[config.mk]
export PLATFORM = sky130hd
export DESIGN_NAME = coin_acceptor
export DESIGN_NICKNAME = d
export VERILOG_FILES = /design/src/rtl/coin_acceptor.sv
export SDC_FILE = /design/constraint.sdc
export NUM_CORES = 1
export LEC_CHECK = 0
export BUFFER_PORTS_ARGS = -buffer_cell sky130_fd_sc_hd__buf_2
export CAP_MARGIN = 20
export CORE_UTILIZATION = 53
export CTS_CLUSTER_DIAMETER = 50
export DETAILED_ROUTE_END_ITERATION = 16
export PLACE_DENSITY = 0.74
export SYNTH_ARGS = -nofsm -noshare
export SYNTH_HDL_FRONTEND = slang
export SYNTH_SLANG_ARGS = --single-unit
[constraint.sdc]
create_clock -name clk -period 3 [get_ports clk]
set_input_delay 0.15 -clock clk [delete_from_list [all_inputs] [get_ports clk]]
set_output_delay 0.15 -clock clk [all_outputs]
set_load 0.01 [all_outputs]
[src/rtl/coin_acceptor.sv]
// ---------------------------------------------------------------------------
// coin_acceptor
//
// Front end for vending_machine. It synchronises and debounces the two raw
// coin sensors and turns each clean insertion into a coin event. Events are
// buffered in a small circular FIFO and drained onto `money` as one-cycle
// codes, with GAP_CYCLES idle cycles after each code. It also rejects
// simultaneous or overflow insertions and keeps a saturating credit total.
//
// Ports:
//   clk           rising-edge system clock
//   reset         asynchronous active-low reset (0 = reset)
//   coin_5        raw async sensor, high while a 5-unit coin passes
//   coin_10       raw async sensor, high while a 10-unit coin passes
//   credit_clr    synchronous clear of credit_total
//   money         2'b01 = 5 units, 2'b10 = 10 units, 2'b00 = nothing
//   coin_reject   one-cycle pulse when a coin is diverted to the return chute
//   fifo_full     registered level, FIFO holds FIFO_DEPTH entries
//   credit_total  saturating sum of emitted coin values
// ---------------------------------------------------------------------------
module coin_acceptor #(
  parameter int DEBOUNCE_CYCLES = 4,
  parameter int GAP_CYCLES      = 2,
  parameter int FIFO_DEPTH      = 4
) (
  input  logic       clk,
  input  logic       reset,
  input  logic       coin_5,
  input  logic       coin_10,
  input  logic       credit_clr,
  output logic [1:0] money,
  output logic       coin_reject,
  output logic       fifo_full,
  output logic [7:0] credit_total
);

  localparam int PTR_W = (FIFO_DEPTH > 1) ? $clog2(FIFO_DEPTH) : 1;
  localparam int CNT_W = $clog2(FIFO_DEPTH + 1);

  localparam logic [3:0]       DEB_LAST   = 4'(DEBOUNCE_CYCLES - 1);
  localparam logic [2:0]       GAP_LAST   = 3'(GAP_CYCLES);
  localparam logic [CNT_W-1:0] FULL_COUNT = CNT_W'(FIFO_DEPTH);

  typedef enum logic [1:0] {
    IDLE  = 2'd0,
    DRIVE = 2'd1,
    GAP   = 2'd2
  } state_t;

  // Sensor vectors: bit 0 is the 5-unit sensor, bit 1 the 10-unit sensor.
  logic [1:0]      sync1_q, sync2_q;
  logic [1:0][3:0] deb_cnt_q, deb_cnt_d;
  logic [1:0]      level_q, level_d;
  logic [1:0]      level_prev_q;
  logic [1:0]      rise;

  logic [FIFO_DEPTH-1:0][1:0] mem_q, mem_d;
  logic [PTR_W-1:0]           wr_ptr_q, wr_ptr_d;
  logic [PTR_W-1:0]           rd_ptr_q, rd_ptr_d;
  logic [CNT_W-1:0]           count_q, count_d;
  logic                       fifo_full_q, fifo_full_d;

  logic       push, pop;
  logic [1:0] push_code;
  logic       reject_q, reject_d;

  state_t     state_q, state_d;
  logic [2:0] gap_cnt_q, gap_cnt_d;
  logic [1:0] money_q, money_d;
  logic       can_pop;

  logic [7:0] credit_q, credit_d;
  logic [7:0] credit_base;
  logic [8:0] credit_sum;
  logic [7:0] coin_value;

  // Debounce: a level only changes after the synchronised input has differed
  // from it for DEBOUNCE_CYCLES consecutive edges; any agreement restarts.
  always_comb begin
    deb_cnt_d = '0;
    level_d   = level_q;
    for (int i = 0; i < 2; i++) begin
      if (sync2_q[i] != level_q[i]) begin
        if (deb_cnt_q[i] == DEB_LAST) begin
          level_d[i] = ~level_q[i];
        end else begin
          deb_cnt_d[i] = deb_cnt_q[i] + 4'd1;
        end
      end
    end
  end

  // Rising edges of the debounced levels, seen one cycle after the toggle.
  assign rise = level_q & ~level_prev_q;

  // Event handling: simultaneous coins or a coin arriving while full are
  // rejected; otherwise the code is written into the FIFO.
  always_comb begin
    push      = 1'b0;
    push_code = 2'b00;
    reject_d  = 1'b0;
    if (rise[0] && rise[1]) begin
      reject_d = 1'b1;
    end else if (rise[0] || rise[1]) begin
      if (fifo_full_q) begin
        reject_d = 1'b1;
      end else begin
        push      = 1'b1;
        push_code = rise[0] ? 2'b01 : 2'b10;
      end
    end
  end

  // Output FSM. A pop is allowed from IDLE and on the edge that ends GAP,
  // which gives exactly GAP_CYCLES zero cycles between back-to-back codes.
  always_comb begin
    state_d   = state_q;
    gap_cnt_d = gap_cnt_q;
    money_d   = 2'b00;
    pop       = 1'b0;
    can_pop   = (state_q == IDLE) ||
                ((state_q == GAP) && (gap_cnt_q == GAP_LAST));
    case (state_q)
      IDLE: begin
        state_d = IDLE;
      end
      DRIVE: begin
        state_d   = GAP;
        gap_cnt_d = 3'd1;
      end
      GAP: begin
        if (gap_cnt_q == GAP_LAST) begin
          state_d = IDLE;
        end else begin
          gap_cnt_d = gap_cnt_q + 3'd1;
        end
      end
      default: begin
        state_d = IDLE;
      end
    endcase
    if (can_pop && (count_q != '0)) begin
      pop     = 1'b1;
      money_d = mem_q[rd_ptr_q];
      state_d = DRIVE;
    end
  end

  // FIFO bookkeeping; push and pop may coincide since a push is never
  // attempted while full.
  always_comb begin
    mem_d    = mem_q;
    wr_ptr_d = wr_ptr_q;
    rd_ptr_d = rd_ptr_q;
    if (push) begin
      mem_d[wr_ptr_q] = push_code;
      wr_ptr_d        = wr_ptr_q + PTR_W'(1);
    end
    if (pop) begin
      rd_ptr_d = rd_ptr_q + PTR_W'(1);
    end
    count_d     = count_q + CNT_W'(push) - CNT_W'(pop);
    fifo_full_d = (count_d == FULL_COUNT);
  end

  // Credit: clear first, then add the emitted coin, saturating at 255.
  always_comb begin
    credit_base = credit_clr ? 8'd0 : credit_q;
    coin_value  = (money_d == 2'b01) ? 8'd5 : 8'd10;
    credit_sum  = {1'b0, credit_base} + {1'b0, coin_value};
    credit_d    = credit_base;
    if (pop) begin
      credit_d = credit_sum[8] ? 8'hFF : credit_sum[7:0];
    end
  end

  always_ff @(posedge clk or negedge reset) begin
    if (!reset) begin
      sync1_q      <= '0;
      sync2_q      <= '0;
      deb_cnt_q    <= '0;
      level_q      <= '0;
      level_prev_q <= '0;
      mem_q        <= '0;
      wr_ptr_q     <= '0;
      rd_ptr_q     <= '0;
      count_q      <= '0;
      fifo_full_q  <= 1'b0;
      reject_q     <= 1'b0;
      state_q      <= IDLE;
      gap_cnt_q    <= '0;
      money_q      <= 2'b00;
      credit_q     <= '0;
    end else begin
      sync1_q      <= {coin_10, coin_5};
      sync2_q      <= sync1_q;
      deb_cnt_q    <= deb_cnt_d;
      level_q      <= level_d;
      level_prev_q <= level_q;
      mem_q        <= mem_d;
      wr_ptr_q     <= wr_ptr_d;
      rd_ptr_q     <= rd_ptr_d;
      count_q      <= count_d;
      fifo_full_q  <= fifo_full_d;
      reject_q     <= reject_d;
      state_q      <= state_d;
      gap_cnt_q    <= gap_cnt_d;
      money_q      <= money_d;
      credit_q     <= credit_d;
    end
  end

  assign money        = money_q;
  assign coin_reject  = reject_q;
  assign fifo_full    = fifo_full_q;
  assign credit_total = credit_q;

endmodule

* Word level (Yosys, flattened, before mapping)
Index checks and enable logic that the tools add are counted.
** Word-level totals
- Flip-flop bits (word level) :: 48
** Cells by class
- Order comparisons :: 3
- Reduce and logical (&&, ||, !) cells :: 12
- Equal/unequal tests :: 11
- Add/subtract/negate cells :: 8
- Bitwise gates (word level) :: 4
- Muxes and demuxes :: 30
** Operator list (number)
- 8-bit two-way mux :: 3
- 4-bit two-way mux :: 5
- 2-bit two-way mux :: 9
- 8-bit by 4-bit adder with 9-bit output :: 1
- 4-bit by 1-bit adder with 4-bit output, second input constant :: 2
- 8-bit bitwise mux :: 1
- 4-bit by 2-bit equality test with 1-bit output, second input constant :: 2
- 1-bit two-way mux :: 7
- 2-bit by 3-bit less-than comparator with 1-bit output, second input constant :: 2
- 3-bit one-hot mux with 2 select lines :: 1
- 2-bit AND reduction :: 3
- 2-bit by 1-bit adder with 2-bit output, second input constant :: 2
- 2-bit binary-select mux with 2-bit select :: 1
- 2-bit demux with 2-bit select :: 1
- 2-bit by 1-bit equality test with 1-bit output, second input constant :: 2
- 1-bit logical AND :: 4
- 2-bit one-hot mux with 2 select lines :: 1
- 3-bit by 1-bit adder with 3-bit output :: 1
- 3-bit by 1-bit adder with 3-bit output, second input constant :: 1
- 3-bit by 2-bit equality test with 1-bit output, second input constant :: 1
- 3-bit equality test, second input constant :: 1
- 3-bit two-way mux :: 1
- 3-bit by 1-bit != test with 1-bit output, second input constant :: 1
- 3-bit nonzero test :: 1
- other kinds (11) :: 14

* Depth between registers and ports, before layout
- Depth in word-level cells :: 10
- Depth in mapped cells :: 13
- Mapped depth without buffers :: 13

* Least setup slack after synthesis
OpenSTA, ideal clock, no wires.
- Kind :: flip-flop to flip-flop
- Start :: reg gap_cnt_q[0]
- End :: reg credit_q[6], in the netlist credit_total[6]
- Data arrival time :: 2.997 ns
- Slack :: -0.093 ns
- Cell stages (with the launch flop) :: 14
- Cells stage by stage :: dfrtp_1 -> inv_1 -> ha_1 -> nand2b_4 -> a211oi_4 -> nand2_1 -> nor2_1 -> ha_1 -> inv_1 -> fa_1 -> or2b_1 -> a21oi_2 -> a41oi_1 -> a311oi_2
** Between the ends
- Word-level cells in the longest chain between the ends :: 10
** Ends and longest elaborated chain
- start: declaration :: line 68 : logic [2:0] gap_cnt_q, gap_cnt_d;
- start signal: assignment :: line 207 : gap_cnt_q <= gap_cnt_d;
- 3-bit by 2-bit equality test with 1-bit output * :: line 122 : ((state_q == GAP) && (gap_cnt_q == GAP_LAST));
- 1-bit logical AND * :: line 122
- 1-bit logical OR * :: line 121 : can_pop = (state_q == IDLE) ||
- 1-bit logical AND * :: line 142 : if (can_pop && (count_q != '0)) begin
- 2-bit two-way mux :: line 142
- 2-bit by 1-bit equality test with 1-bit output :: line 169 : coin_value = (money_d == 2'b01) ? 8'd5 : 8'd10;
- 4-bit two-way mux :: line 169
- 8-bit by 4-bit adder with 9-bit output :: line 170 : credit_sum = {1'b0, credit_base} + {1'b0, coin_value};
- 8-bit two-way mux :: line 173 : credit_d = credit_sum[8] ? 8'hFF : credit_sum[7:0];
- 8-bit two-way mux * :: line 172 : if (pop) begin
- net credit_d[6] :: line 72 : logic [7:0] credit_q, credit_d;
- end signal: assignment :: line 209 : credit_q <= credit_d;
- end: declaration :: line 72
The timed path passes the listed nets; every way through them passes the cells marked *.
A chain may end at the register's enable or synchronous reset.

* Final worst setup path
- Start :: reg gap_cnt_q[0]
- End :: reg credit_q[5], in the netlist credit_total[5]
Same word-level chain as after synthesis.

==> metrics.yaml <==
run_status:
  status: "finished, final reports clean"
drt:
  postRouteAntennaNets: 0
  drcViolationCount: 0
  wirelength_mm: 4.12
  first_iter_violations: 76
  avgViaCountPerCell: 5.54
  avgRoutedWirePerCell_um: 14.4
  dr.pass1.iters: 4
  vias: 1591
logic_synthesis:
  netlist_area_sq_um: 2360
  synthArstFlopShare: 1.00
  synth_edf_count: 0
  syn_nets: 228
  seq_area_frac_synth: 0.509
  ys_types: 48
  yosysWarnings: 0
  synth.avg_cell_area_sq_um: 11.4
  syn_inst: 207
  synth-seq-cells: 48
  synthFlopType: "dfrtp_1"
worst_hold_path:
  hold-path-cell-count: 2
  worst_hold_path_type: "input pin to flip-flop"
  hp-start: "credit_clr"
  hold_end: "credit_total[6]"
layout:
  multi_input_area_sq_um: 1120
  diodes: 0
  drive_gt1_frac: 0.219
  register_area_sq_um: 1200
  fin_util: 0.657
  final_nets: 258
  fillerInstances: 329
  area_growth_pct: 15.3
die:
  rows: 23
  die_width_um: 68.7
  start_util: 0.570
  core_area_sq_um: 4140
  die_h_um: 68.7
  pin_count: 17
  die_area_sq_um: 4730
clocking:
  htree_levels: 2
  cts_sinks: 48
  clock_path_buffers: 2
  cts.clk_slew.worst_paths_ps: 80
  clock-root-buffer: "clkbuf_8"
  worstSkewPairLatency_ps: 300
  numCtsBuffers: 5
  tritoncts: "done"
timing:
  finalHoldViolCount: 0
  rsz0062_at_grt: "no"
  worst_pin_slew_ps: 554
  fin_crit_sh: 0.944
  skew_ps: 8.00
  setup_viol: 0
  finalCriticalPeriod_ps: 2830
  fmax_mhz: 353
  slew-limit-headroom: 0.629
  drv_slew: 0
  hold_slack_ps: 160
setup_path:
  required_ps: 3230
  rr_endpoint: "credit_total[5]"
  path_max_fanout: 3
  ff2ff_setup_slack_ps: 170
  worstSetupStartpointType: "flip-flop"
  worst_setup_path_end_kind: "flip-flop"
  path_class: "flip-flop to flip-flop"
  rr_worst_depth: 11
  timing.rr.start: "gap_cnt_q[0]"
  arrival_ps: 3070
grt:
  grt_max_degree: 49
  grt_pass1_wl_mm: 6.89
  grt.total_usage: 0.203
  antenna_found_initial: 0
  overflow: 0
  grt_pass1_vias: 1523
placement:
  portBuffers: 16
  gp_congestion: 0.779
  dp_hpwl_mm: 2.76
job:
  cap_violations: 0
power:
  p_leak_nw: 1.24
  power.density_nw_per_um2: 1070
  ir_worst_vdd_mv: 0.446
[kinds of logic (layout without fill, tap and decap cells)]
family                   Yosys count  in the layout  share of synthesized area
flip-flops                        48             48                      0.509
buffers and inverters             21             51                     0.0350
multiplexers                       6              6                     0.0376
adder cells (fa/ha/maj)           16             16                     0.0912
XOR/XNOR                          12             12                     0.0525
AO/OA/AOI/OAI                     44             44                      0.131
AND/OR/NAND/NOR                   60             60                      0.144
[sequential cells by signal, summed over array words and instances, names as in the netlist]
register / count
fifo_full: 1
state_q: 2
credit_total: 8
sync2_q: 2
sync1_q: 2
wr_ptr_q: 2
level_prev_q: 2
gap_cnt_q: 3
rd_ptr_q: 2
deb_cnt_q: 8
count_q: 3
coin_reject: 1
level_q: 2
mem_q: 8
money: 2
[how the worst max path moves through the flow]
stage                            to  slack, ps    startpoint  cells after the start
global route        credit_total[6]         30  gap_cnt_q[0]                     13
CTS                 credit_total[6]         20  gap_cnt_q[0]                     13
global placement    credit_total[6]        160  gap_cnt_q[0]                     13
floorplan           credit_total[6]        0.6  gap_cnt_q[0]                     13
finish              credit_total[5]        170  gap_cnt_q[0]                     11
detailed placement  credit_total[6]        -10  gap_cnt_q[0]                     13
[layer usage]
layer | vias up | global-route usage | routed length (um)
met5 | - | 0 | 0
met4 | 0 | 0.0714 | 56
met3 | 7 | 0.0592 | 131
met2 | 23 | 0.313 | 1970
met1 | 777 | 0.275 | 1960
li1 | 784 | - | -
[synth_stat cells, types with 2 or more instances]
| cell type | n | share of area |
|---|---|---|
| dfrtp_1 | 48 | 0.51 |
| inv_1 | 17 | 0.027 |
| ha_1 | 14 | 0.074 |
| a21oi_1 | 13 | 0.028 |
| nor2_1 | 13 | 0.021 |
| nand3_1 | 9 | 0.019 |
| a31oi_1 | 6 | 0.016 |
| nor2b_1 | 6 | 0.016 |
| nor3_1 | 6 | 0.013 |
| o21ai_0 | 6 | 0.013 |
| xnor2_1 | 6 | 0.022 |
| nand2_1 | 5 | 0.0079 |
| xor2_1 | 5 | 0.019 |
| a22o_1 | 4 | 0.015 |
| nand2b_1 | 4 | 0.011 |
| a211oi_1 | 3 | 0.0095 |
| mux2_2 | 3 | 0.014 |
| nor3b_1 | 3 | 0.0095 |
| a21o_1 | 2 | 0.0064 |
| and2_1 | 2 | 0.0053 |
| and3_1 | 2 | 0.0053 |
| clkbuf_1 | 2 | 0.0032 |
| fa_1 | 2 | 0.017 |
| mux4_2 | 2 | 0.019 |
[report_power, final]
part	total, mW	switching (mW)	internal [mW]	leakage (nW)
clock	0.395	0.212	0.184	0.0473
combinational	1.43	0.759	0.669	0.597
sequential	1.09	0.193	0.898	0.598
[cells in the final DEF (no fill, tap or decap), types with 2 or more instances in the layout]
cell / instances
a211oi_1: 3
a21o_1: 2
a21oi_1: 13
a22o_1: 4
a31oi_1: 6
and2_1: 2
and3_1: 2
buf_2: 16
buf_4: 6
clkbuf_8: 6
dfrtp_1: 48
dlygate4sd3_1: 3
ha_1: 12
inv_1: 16
mux2_2: 3
mux4_2: 2
nand2_1: 4
nand2b_1: 4
nand3_1: 9
nor2_1: 12
nor2b_1: 6
nor3_1: 6
nor3b_1: 2
nor3b_2: 2
o21ai_0: 6
xnor2_1: 6
xor2_1: 5
[repair_timing]
item / 4_1_cts / 5_1_grt
endpoints found under the hold margin: 2 / 16
pin swaps: 1 / 3
buffers inserted: 1 / 2
hold buffers: 2 / 1
endpoints found under the setup margin: 1 / 8
resized for setup: 2 / 7
[layout make-up]
class / count / area share
clock buffers: 6 / 0.0303
clock inverters: 1 / 0.00322
inverters: 18 / 0.0248
multi-input cells: 138 / 0.413
flip-flops and latches: 48 / 0.441
well taps: 50 / 0.0230
repair buffers: 26 / 0.0643
[critical path: stages (launching register included)]
cell	delay, ps
dfrtp_1	410
inv_2	100
ha_4	160
nand2b_4	60
a211oi_4	230
nand2_2	120
or2_1	270
ha_1	330
a211oi_1	380
o21ai_0	210
a311o_1	390
nand3_1	90
[through the flow]
step / TNS, ps / instances / setup WS [ps] / total power, mW / cell area [sq um]
after floorplan: 0 / 207 / 0.550 / 2.10 / 2370
after global placement: 0 / 273 / 158 / 2.38 / 2520
after detailed placement: -14.6 / 273 / -14.6 / 2.43 / 2520
after CTS: 0 / 283 / 16.2 / 2.85 / 2650
after global routing: 0 / 287 / 30.1 / 3.18 / 2720
final: 0 / 287 / 167 / 2.91 / 2720
Power figures use the tool's default switching activity.
